**src/rtl/ahb_im_bridge.sv**
```systemverilog
// ahb_im_bridge: AHB-Lite read-only slave that turns bus reads into instruction-memory fetches
module ahb_im_bridge #(
    parameter int IM_AW      = 16,
    parameter int DATA_WIDTH = 32
) (
    input  logic                  clk,
    input  logic                  rst,
    input  logic                  HSEL,
    input  logic [31:0]           HADDR,
    input  logic [1:0]            HTRANS,
    input  logic                  HWRITE,
    input  logic [2:0]            HSIZE,
    input  logic                  HREADY,
    input  logic [DATA_WIDTH-1:0] HWDATA,
    output logic [DATA_WIDTH-1:0] HRDATA,
    output logic                  HREADYOUT,
    output logic                  HRESP,
    output logic                  IM_enable,
    output logic [IM_AW-1:0]      IM_address,
    output logic                  IM_write,
    output logic [DATA_WIDTH-1:0] IM_in,
    input  logic [DATA_WIDTH-1:0] IM_out,
    input  logic                  IM_stall
);
    typedef enum logic [1:0] {S_IDLE, S_FETCH, S_ERR1, S_ERR2} state_t;

    state_t           r_state, w_next;
    logic [IM_AW-1:0] r_addr;
    logic             w_cap, w_bad, w_open, w_unused;

    assign w_cap  = HSEL & HREADY & HTRANS[1];
    assign w_bad  = HWRITE | (HSIZE > 3'd2) | (HSIZE == 3'd2 && HADDR[1:0] != 2'b00) |
                    (HSIZE == 3'd1 && HADDR[0]) | (|HADDR[31:IM_AW+2]);
    // A new address phase is accepted only when this slave is not holding the bus
    assign w_open = (r_state == S_IDLE) | (r_state == S_ERR2) | (r_state == S_FETCH && !IM_stall);

    assign IM_write   = 1'b0;
    assign IM_in      = '0;
    assign IM_address = r_addr;
    assign w_unused   = &{1'b0, HWDATA};

    // State and fetch address registers
    always_ff @(posedge clk or negedge rst) begin
        if (!rst) begin
            r_state <= S_IDLE;
            r_addr  <= '0;
        end else begin
            r_state <= w_next;
            if (w_open && w_cap && !w_bad) r_addr <= HADDR[IM_AW+1:2];
        end
    end

    // Next-state decode and bus/IM outputs
    always_comb begin
        w_next    = r_state;
        IM_enable = r_state == S_FETCH;
        HREADYOUT = (r_state == S_FETCH) ? !IM_stall : (r_state != S_ERR1);
        HRESP     = (r_state == S_ERR1) || (r_state == S_ERR2);
        HRDATA    = (r_state == S_FETCH && !IM_stall) ? IM_out : '0;
        if (r_state == S_ERR1) w_next = S_ERR2;
        else if (w_open) w_next = !w_cap ? S_IDLE : w_bad ? S_ERR1 : S_FETCH;
    end
endmodule

```
**config.mk**
```make
export PLATFORM = sky130hd
export DESIGN_NAME = ahb_im_bridge
export DESIGN_NICKNAME = d
export VERILOG_FILES = /design/src/rtl/ahb_im_bridge.sv
export SDC_FILE = /design/constraint.sdc
export NUM_CORES = 1
export LEC_CHECK = 0
export BUFFER_PORTS_ARGS = -buffer_cell sky130_fd_sc_hd__buf_4
export CORE_AREA = 2 2 73 75
export CTS_BUF_LIST = sky130_fd_sc_hd__clkbuf_4 sky130_fd_sc_hd__clkbuf_8
export DETAILED_ROUTE_END_ITERATION = 10
export DIE_AREA = 0 0 75 77
export GPL_ROUTABILITY_DRIVEN = 1
export PLACE_DENSITY_LB_ADDON = 0.3
export SLEW_MARGIN = 20
export SYNTH_ARGS = -nofsm -noshare
export SYNTH_HDL_FRONTEND = slang
export SYNTH_SLANG_ARGS = --single-unit
```
**constraint.sdc**
```tcl
create_clock -name clk -period 2.3 [get_ports clk]
set_input_delay 0.575 -clock clk [delete_from_list [all_inputs] [get_ports clk]]
set_output_delay 0.575 -clock clk [all_outputs]
set_load 0.03 [all_outputs]
```
Word-level counts from Yosys, hierarchy flattened
Index checks and enable logic that the tools add are counted.
W data, S select, Z words.
{"block": "totals", "regBits": 18, "inputBits": 107, "elab_cells": 35}
{"block": "classes", "order_cmp": 1, "n_eq_ne": 6, "mux": 6, "n_bitwise": 8, "n_reduce_logical": 12}
{"operator": "$mux W32", "count": 1}
{"operator": "$reduce_or A14 Y1", "count": 1}
{"operator": "$mux W2", "count": 4}
{"operator": "$or A1 B1 Y1", "count": 6}
{"operator": "$logic_and A1 B1 Y1", "count": 5}
{"operator": "$eq A2 B2 Y1 const B", "count": 2}
{"operator": "$reduce_bool A2 Y1", "count": 2}
{"operator": "$eq A3 B1 Y1 const B", "count": 1}
{"operator": "$eq A3 B2 Y1 const B", "count": 1}
{"operator": "$gt A3 B2 Y1 const B", "count": 1}
{"operator": "$and A1 B1 Y1", "count": 2}
{"operator": "$eq A2 B1 Y1 const B", "count": 1}
{"operator": "$logic_not A1 Y1", "count": 2}
{"operator": "$logic_not A2 Y1", "count": 1}
{"operator": "$ne A2 B2 Y1 const B", "count": 1}
{"operator": "$logic_or A1 B1 Y1", "count": 1}
{"operator": "$mux W1", "count": 1}

Logic depth before layout (Yosys ltp)
Gate-level depths: netlist of run 1.
{"block": "depth", "word_depth": 9, "mapped_depth": 7}

Worst setup path after synthesis of run 1
OpenSTA, ideal clock, no wires.
{"block": "synth_path", "kind": "register -> register", "from": "register r_state[1]", "to": "register r_addr[0] (netlist: IM_address[0])", "setup_ns": 0.125, "arrival_ns": 2.060, "slack_ns": 0.115, "path_stages_with_launch": 8, "path_buffers": 1, "period_less_slack_ns": 2.185, "path_cell_list": "dfrtp_1 -> inv_1 -> ha_1 -> and2b_1 -> o2111ai_1 -> nor3_4 -> buf_12 -> mux2_4"}
{"block": "synth_between", "elab_chain_len": 5, "word_cells_on_any_way": 8}
{"element": "start, declared", "line": "27", "source": "state_t r_state, w_next;"}
{"element": "start signal, assigned", "line": "48", "source": "r_state <= w_next;"}
{"element": "$eq A2 B1 Y1"}
{"element": "named net IM_enable", "line": "18", "source": "output logic IM_enable,"}
{"element": "$logic_and A1 B1 Y1", "line": "35", "source": "assign w_open = (r_state == S_IDLE) | (r_state == S_ERR2) | (r_state == S_FETCH && !IM_stall);"}
{"element": "$or A1 B1 Y1", "line": "35"}
{"element": "$logic_and A1 B1 Y1 (2 in a row)", "line": "49", "source": "if (w_open && w_cap && !w_bad) r_addr <= HADDR[IM_AW+1:2];"}
{"element": "end signal, assigned", "line": "49"}
{"element": "end, declared", "line": "28", "source": "logic [IM_AW-1:0] r_addr;"}
The timed path passes the listed nets, and every way through them passes these cells.
A chain may end at the register's enable or synchronous reset.

Worst setup path after layout of run 1
{"block": "layout_path", "from": "register r_state[0]", "to": "output port HREADYOUT"}
{"block": "layout_between", "elab_chain_len": 2, "word_cells_on_any_way": 3}
{"element": "$ne A2 B2 Y1 or $eq A2 B1 Y1 (tied branches)", "line": "57", "source": "HREADYOUT = (r_state == S_FETCH) ? !IM_stall : (r_state != S_ERR1);"}
{"element": "$mux W1 *", "line": "57"}
{"element": "end, declared", "line": "16", "source": "output logic HREADYOUT,"}
Mark *: on every way between the ends. The rest lies on a longest branch, timed or not.

==> impl_metrics.toml, run 1 <==
[clocking]
cts.reportedPaths.clkPinSlew_ps = 60
ctsResizeCount = 0
tritoncts_clock_tree = "yes"
h-tree-depth = 1
cts_buffer_depth = 2
worst_skew_pair.late_latency_ps = 250
number_of_clock_sinks_seen_by_cts = 18
cts_root_buf = "clkbuf_8"
cts_made_buffers = 3

[floorplan]
die-height_um = 77
die-area_mm2 = 0.005775
top_level_ports = 191
initial_core_util = 0.2677
placeableCoreArea_mm2 = 0.004977
dieWidth_um = 75
row_count = 26

[grt]
grt_start_max_net_pins = 20
met3_use_gr = 0.03811
use_met1 = 0.1164
met2_resource_use_gr = 0.1921
grt_overflow_total = 0
grt_first_pass_wirelength_um = 4781
first_global_vias = 1061
busiest_layer = "met2"
number_of_antenna_violations_at_the_first_check_in_global_routing = 0
grt.total_usage = 0.1048

[route]
avgViaCountPerCell = 3.709
count_of_vias_placed_by_the_detailed_router = 1198
drt_first_pass_iters = 2
post_drt_wl_per_cell_um = 10.38
drcViolationCount = 0
routed_wl_um = 3352
drt_iter0_drc = 15
drtAntennaViolNets = 0

[final_layout]
finalNetCount = 365
post-route-util = 0.4573
finish.cell_count_without_fillers = 323
drive_above_1_share = 0.6087
mostFrequentLayoutCell = "buf_4"
num_antenna_cells = 0
areaGrowthSynthToFinish_pct = 70.80
final_cell_mix = "buf_4, conb_1, and2_1"

[setup_path]
timing.critical_path.from_type = "register"
crit_arrival_ps = 1630
max_stage_delay_ps = 420
regToRegSetupSlack_ps = 380
crit_slowest_cell = "dfrtp_1"
cpMostUsedCell = "buf_4"
crit_type = "reg2out"
cp_max_fo = 14
crit_end_category = "primary output"
required_ps = 1730
cell_by_cell_trace_of_the_critical_path = "ha_1 > and2b_1 > buf_4 > nor2_1 > inv_1 > buf_4"

[timing]
fin_tns_setup_ps = 0
timing.final.max_slew_violations = 0
skew_ps = 1.517
hold_viol = 0
timing.hold.ws_ps = 186.4
unrepaired_setup_endpoints_after_global_routing = "false"
setup_viol = 0
final.period_utilization = 0.9570
time_the_worst_path_needs_with_i_o_delays_and_setup_ps = 2201
achievable-frequency_mhz = 454.3

[synth]
ys_seq_area_frac = 0.3380
synthesized_instance_count = 127
synth.lib_cells_used.distinct = 21
synth.ff_latch_count = 18
syn_avg_cell_area_um2 = 10.49
synth-warning-count = 0
synth_area_mm2 = 0.001333

[power_and_ir_drop]
post-layout-total-power_mw = 1.382
power-per-cell-area_mw_per_mm2 = 607.2
total_leakage_power_nw = 1.293
max-vdd-ir-drop_uv = 245.7

[min_path]
timing.hold.worst.class = "in2async"

[placement]
place.port_buffers = 124
dpl.hpwl_um = 2842
dpl.cell_count = 319
place_congestion = 0.6478

[run_status]
outcome = "finished clean"

[run]
max-cap-violations = 0
-- flip-flops by register name, summed over array words and instances, names as in the netlist --
| signal | flops |
|---|---|
| IM_address | 16 |
| r_state | 2 |
-- final cells by class --
cell class	instances	area [µm²]
clock buffer	3	41.29
tap	70	87.58
sequential	18	450.4
multi-input combinational	101	711.9
timing repair buffer	128	973.4
inverter	3	11.26
fill	505	2701
-- Yosys cell counts --
cell type  count  area share
nand4_1        1      0.0047
clkbuf_1       3      0.0085
a211o_2        1      0.0075
o21ai_0        1      0.0038
nor3_1         1      0.0038
ha_1           3       0.028
nor4_2         4       0.038
a21oi_1        2      0.0075
inv_1          3      0.0085
nor3_4         1       0.012
buf_12         1       0.015
and2b_1        1      0.0056
or2_2          1      0.0047
buf_4         33        0.19
mux2_4         9        0.10
dfrtp_1       18        0.34
nor2_1         3      0.0085
o2111ai_1      1      0.0066
and2_1        32        0.15
conb_1         1      0.0028
mux2_2         7       0.059
-- per-stage QoR --
stage                     instance area (µm²)  worst slack [ps]
final                                    2276             98.92
after CTS                                2268             66.68
after global placement                   2227             185.6
after detailed placement                 2227             176.0
after global routing                     2276             3.679
after floorplan                          1453             114.5
-- worst paths after layout --
check / depth (start not counted) / from / to
min reg2reg: 1 / IM_address[10] / IM_address[10]
max in group asynchronous: 1 / rst / r_state[0]
max: 6 / r_state[0] / HREADYOUT
max reg2reg: 6 / r_state[1] / IM_address[5]
min in group clk: 1 / IM_address[10] / IM_address[10]
min: 1 / rst / IM_address[12]
-- power by group --
| group | switching, mW | total [mW] | internal (mW) | leakage (nW) |
|---|---|---|---|---|
| registers | 0.0169 | 0.353 | 0.336 | 0.248 |
| clock network | 0.0982 | 0.214 | 0.116 | 0.0216 |
| logic | 0.482 | 0.815 | 0.333 | 1.02 |
-- routing by layer --
metal	up-vias	wire, µm
met1	527	1217
met5	-	0
met4	0	0
met2	72	1784
met3	0	350
li1	599	-
-- logic make-up (layout without fill, tap and decap cells) --
kind of cell | count (synthesis) | in the layout | synth area share
and+or+nand+nor | 44 | 44 | 0.2272
muxes | 16 | 16 | 0.1606
AOI/OAI and AO/OA | 5 | 5 | 0.02535
DFF | 18 | 18 | 0.3380
other | 1 | 33 | 0.002814
adders and majority gates | 3 | 3 | 0.02817
buffers and inverters | 40 | 134 | 0.2178
-- worst max-delay path, delay by kind of cell (launching register included) --
| family | cells | cell delay (ps) |
|---|---|---|
| adder cells (fa/ha/maj) | 1 | 220 |
| AND/OR/NAND/NOR | 2 | 340 |
| buffers and inverters | 3 | 400 |
| flip-flops | 1 | 420 |
-- timing repair --
action | in CTS | in global routing
endpoints found under the setup margin | 0 | 1
buffers inserted | 0 | 1
hold buffers | 0 | 0
No activity file was read; power rests on OpenSTA's default activity.
==> run 2: changes to the inputs <==
- CELL_PAD_IN_SITES_DETAIL_PLACEMENT: not set -> 1
- CELL_PAD_IN_SITES_GLOBAL_PLACEMENT: not set -> 1
- CORE_AREA: 2 2 73 75 -> not set
- CORE_MARGIN: not set -> 10
- CORE_UTILIZATION: not set -> 19
- DIE_AREA: 0 0 75 77 -> not set
- SKIP_LAST_GASP: not set -> 1
==> run 2 against run 1 <==
  * Global-route usage is 1.1 points lower
  * Fmax is 2.2% higher
  * Combinational power is 9.1% higher
  * Clock skew is 3.1 ps higher
  * Sequential power hardly changed
  * Core utilization is 11 points lower
  * Clock power is 21% higher
  * Power is 8.6% higher
  * Non-clock buffer count is 1 higher
  * Cell area is 2.9% higher
  * Worst hold slack worse by 4.8 ps
  * Final cell count is 8.7% higher
  * Critical path type unchanged
  * Largest power group unchanged
==> impl_metrics.toml, run 2 (same netlist as run 1, synthesis figures left out) <==
[min_path]
timing.hold.worst.class = "in2async"

[clocking]
cts.reportedPaths.clkPinSlew_ps = 70
cts_root_buf = "clkbuf_8"
cts_hold_buffers_added = 0
cts_buffer_depth = 2
h-tree-depth = 1
tritoncts_clock_tree = "yes"
worst_skew_pair.late_latency_ps = 250
number_of_clock_sinks_seen_by_cts = 18
cts_made_buffers = 3

[final_layout]
final_cell_mix = "buf_4, conb_1, and2_1"
areaGrowthSynthToFinish_pct = 75.68
num_antenna_cells = 0
mostFrequentLayoutCell = "buf_4"
largest_reg_flops = 16
post-route-util = 0.3446
finalNetCount = 366
drive_above_1_share = 0.6157

[route]
drtAntennaViolNets = 0
post_drt_wl_per_cell_um = 15.23
drt_iter0_drc = 11
count_of_vias_placed_by_the_detailed_router = 1281
avgViaCountPerCell = 3.650
drcViolationCount = 0
routed_wl_um = 5347
drt_first_pass_iters = 4

[power_and_ir_drop]
pwr-share-seq = 0.235
p_sw_frac = 0.4335
total_leakage_power_nw = 1.308
power.internal_mw = 0.8505
clkPwrFrac = 0.173
power-per-cell-area_mw_per_mm2 = 641.3
max-vdd-ir-drop_uv = 224.5
power.combinational.fraction = 0.592
power_switching_mw = 0.6508

[placement]
place_congestion = 0.7169
place.port_buffers = 124
dpl.hpwl_um = 4755

[setup_path]
crit_end_category = "primary output"
crit_arrival_ps = 1580
timing.critical_path.from_type = "register"
cp_max_fo = 20
reg2reg_depth = 6
required_ps = 1730
crit_type = "reg2out"

[grt]
grt_start_max_net_pins = 21
grt_first_pass_wirelength_um = 8197
grt_overflow_total = 0
first_global_vias = 1408
grt.total_usage = 0.09362
number_of_antenna_violations_at_the_first_check_in_global_routing = 0

[timing]
time_the_worst_path_needs_with_i_o_delays_and_setup_ps = 2154
fin_tns_setup_ps = 0
achievable-frequency_mhz = 464.2
final.period_utilization = 0.9367
setup_viol = 0
timing.final.max_slew_violations = 0
hold_viol = 0
skew_ps = 4.667
unrepaired_setup_endpoints_after_global_routing = "false"

[floorplan]
die-height_um = 103.7
top_level_ports = 191
dieWidth_um = 103.7
placeableCoreArea_mm2 = 0.006794
die-area_mm2 = 0.01076
row_count = 30
initial_core_util = 0.1961

[run_status]
outcome = "finished clean"

[run]
max-cap-violations = 0
## run 2: changes by cell type in the layout (fill, tap and decap cells not counted)
cell,change
nor2_1,-1
buf_6,+1
clkbuf_8,+1
nor2_4,+1
## run 2: path summary, 6_finish.rpt
| kind | slack, ps | start | endpoint |
|---|---|---|---|
| max in group asynchronous | 1920 | rst | r_state[1] |
| hold reg to reg | 510 | IM_address[10] | IM_address[10] |
| min in group clk | 510 | IM_address[10] | IM_address[10] |
| hold / removal | 180 | rst | IM_address[5] |
| setup / recovery | 150 | r_state[0] | HRDATA[12] |
| setup reg to reg | 260 | r_state[1] | IM_address[8] |
## run 2: metrics by stage
| stage | hold slack (ps) | instance area [µm²] | setup WS [ps] | total power [mW] | std cells |
|---|---|---|---|---|---|
| 2_1_floorplan | 279.4 | 1453 | 114.5 | 0.8959 | 159 |
| 3_3_place_gp | 463.8 | 2260 | 139.0 | 1.191 | 345 |
| 3_5_place_dp | 465.2 | 2260 | 94.51 | 1.202 | 345 |
| 4_1_cts | 184.8 | 2315 | 18.86 | 1.468 | 349 |
| 5_1_grt | 182.5 | 2341 | 35.85 | 1.603 | 351 |
| 6_report | 181.6 | 2341 | 145.6 | 1.501 | 351 |
## run 2: area by class of cell
cell class | count | area [µm²]
clock buffers | 4 | 55.05
fillers | 810 | 4453
inverters | 3 | 11.26
multi-input cells | 101 | 719.4
flip-flops and latches | 18 | 450.4
well taps | 96 | 120.1
repair buffers | 129 | 984.7
## run 2: per-layer routing
metal | track usage | wire length (µm)
met4 | 0.02087 | 41
met5 | 0 | 0
met2 | 0.1712 | 2882
met1 | 0.09500 | 1932
met3 | 0.04213 | 491
## run 2: worst max-delay path: stages, from the launching register on
cell and delay [ps]:
dfrtp_1 410, ha_1 230, and2b_1 200, buf_6 160
and2_1 160, buf_4 170
## run 2: power by group through the flow
stage	clock network, mW	logic (mW)	registers, mW
after floorplan	0	0.539	0.357
after global placement	0	0.830	0.361
after global routing	0.283	0.966	0.354
after detailed placement	0	0.840	0.362
final	0.260	0.889	0.352
after CTS	0.271	0.841	0.356
## run 2: timing repair
action,4_1_cts,5_1_grt
setup buffers,0,2
resized for setup,0,3
setup endpoints to repair,0,11
==> run 3: changes to the inputs <==
- CTS_BUF_LIST: sky130_fd_sc_hd__clkbuf_4 sky130_fd_sc_hd__clkbuf_8 -> sky130_fd_sc_hd__clkbuf_2
==> run 3 against run 2 <==
  * Via count increased by 1.6%
  * Register-to-register slack got worse by 120 ps
  * Global-route usage up 0.051 points
  * Flip-flop and latch count stayed put
  * Fmax down 2.7%
  * Sequential share of layout area down 0.14 points
  * Highest routed layer unchanged
  * Cell area increased by 0.75%
==> impl_metrics.toml, run 3 (same netlist as run 1, synthesis figures left out) <==
[clocking]
h-tree-depth = 1
number_of_clock_sinks_seen_by_cts = 18
cts.reportedPaths.clkPinSlew_ps = 180
cts_root_buf = "clkbuf_2"
cts_made_buffers = 3
cts_buffer_depth = 2
worst_skew_pair.late_latency_ps = 290
tritoncts_clock_tree = "yes"

[final_layout]
mostFrequentLayoutCell = "buf_4"
finish.cell_count_without_fillers = 354
final_cell_mix = "buf_4, conb_1, and2_1"
num_antenna_cells = 0
drive_above_1_share = 0.6279
finalNetCount = 369
areaGrowthSynthToFinish_pct = 77.00
post_route_cell_area_mm2 = 0.002359
largest_reg_flops = 16

[route]
routed_wl_um = 5384
post_drt_wl_per_cell_um = 15.21
avgViaCountPerCell = 3.678
drt_iter0_drc = 21
drt_first_pass_iters = 4
count_of_vias_placed_by_the_detailed_router = 1302
drtAntennaViolNets = 0
drcViolationCount = 0

[timing]
unrepaired_setup_endpoints_after_global_routing = "true"
hold_viol = 0
postLayoutSetupSlackWorst_ps = 86.55
achievable-frequency_mhz = 451.8
setup_viol = 0
timing.hold.ws_ps = 107.5
fin_tns_setup_ps = 0
timing.final.max_slew_violations = 0
final.period_utilization = 0.9624
time_the_worst_path_needs_with_i_o_delays_and_setup_ps = 2213
skew_ps = 3.510

[power_and_ir_drop]
power-per-cell-area_mw_per_mm2 = 627.6
total_leakage_power_nw = 1.312
max-vdd-ir-drop_uv = 206.9

[setup_path]
timing.critical_path.from_type = "register"
crit_type = "reg2out"
required_ps = 1730
crit_end_category = "primary output"
crit_arrival_ps = 1640
cp_max_fo = 3
regToRegStartpoint = "r_state[1]"
worst_setup_path_startpoint = "r_state[1]"

[grt]
grt_first_pass_wirelength_um = 8252
grt_start_max_net_pins = 21
grt_overflow_total = 0
grt.total_usage = 0.09413
first_global_vias = 1425
number_of_antenna_violations_at_the_first_check_in_global_routing = 0

[placement]
place_congestion = 0.7169
place.port_buffers = 124
post-place-ws_ps = 94.51
dpl.hpwl_um = 4755
place_area_mm2 = 0.002260
dpl.cell_count = 345

[floorplan]
row_count = 30
dieWidth_um = 103.7
die-height_um = 103.7
die-area_mm2 = 0.01076
initial_core_util = 0.1961
placeableCoreArea_mm2 = 0.006794
top_level_ports = 191

[run_status]
outcome = "finished clean"

[run]
max-cap-violations = 0

[min_path]
timing.hold.worst.class = "in2async"
run 3: cell count changes in the layout (fill, tap and decap cells not counted):
| cell | delta |
|---|---|
| inv_2 | +1 |
| buf_4 | -2 |
| ha_2 | +1 |
| inv_1 | -1 |
| ha_1 | -1 |
| buf_6 | +4 |
| and2b_1 | -1 |
| clkinv_1 | +1 |
| and2b_2 | +1 |
| clkbuf_2 | +3 |
| buf_12 | +1 |
| clkbuf_8 | -4 |
run 3: final cells by class:
cell class                      instances  area, µm²
Fill cell                             804       4436
Clock inverter                          1      3.754
Inverter                                3      11.26
Timing Repair Buffer                  132       1035
Clock buffer                            3      15.01
Tap cell                               96      120.1
Multi-Input combinational cell        101      723.2
Sequential cell                        18      450.4
run 3: metal layers:
layer  wire length, µm  track usage
met2              2882       0.1748
met1              1958      0.09463
met4                42      0.01789
met3               500      0.04213
met5                 0            0
run 3: what timing repair did:
action | in CTS | in global routing
cloned | 0 | 0
buffers inserted | 2 | 3
endpoints found under the setup margin | 4 | 33
hold endpoints to repair | 0 | 0
resized for setup | 1 | 12
pin swaps | 0 | 1
hold buffers | 0 | 0
run 3: stage by stage:
stage	total power [mW]	utilization
floorplan	0.8959	-
CTS	1.381	0.3379
detailed placement	1.202	0.3326
global placement	1.191	0.3326
global route	1.577	0.3471
finish	1.480	0.3471
run 3: worst paths after layout:
kind	to	slack, ps	depth (start not counted)
min in group clk	IM_address[4]	490	2
max reg2reg	IM_address[6]	140	7
min reg2reg	IM_address[10]	530	1
min	IM_address[5]	110	1
max	HRESP	90	5
max in group asynchronous	IM_address[1]	2000	1
run 3: where the power goes:
part	total, mW	switching (mW)	internal (mW)
Combinational	0.994	0.559	0.435
Clock	0.138	0.0999	0.0378
Sequential	0.349	0.0127	0.336
run 3: critical path, stage by stage (launching register included):
cell and delay, ps:
dfrtp_1 430, buf_4 130, buf_4 130, ha_1 200
or2_2 310, buf_6 140
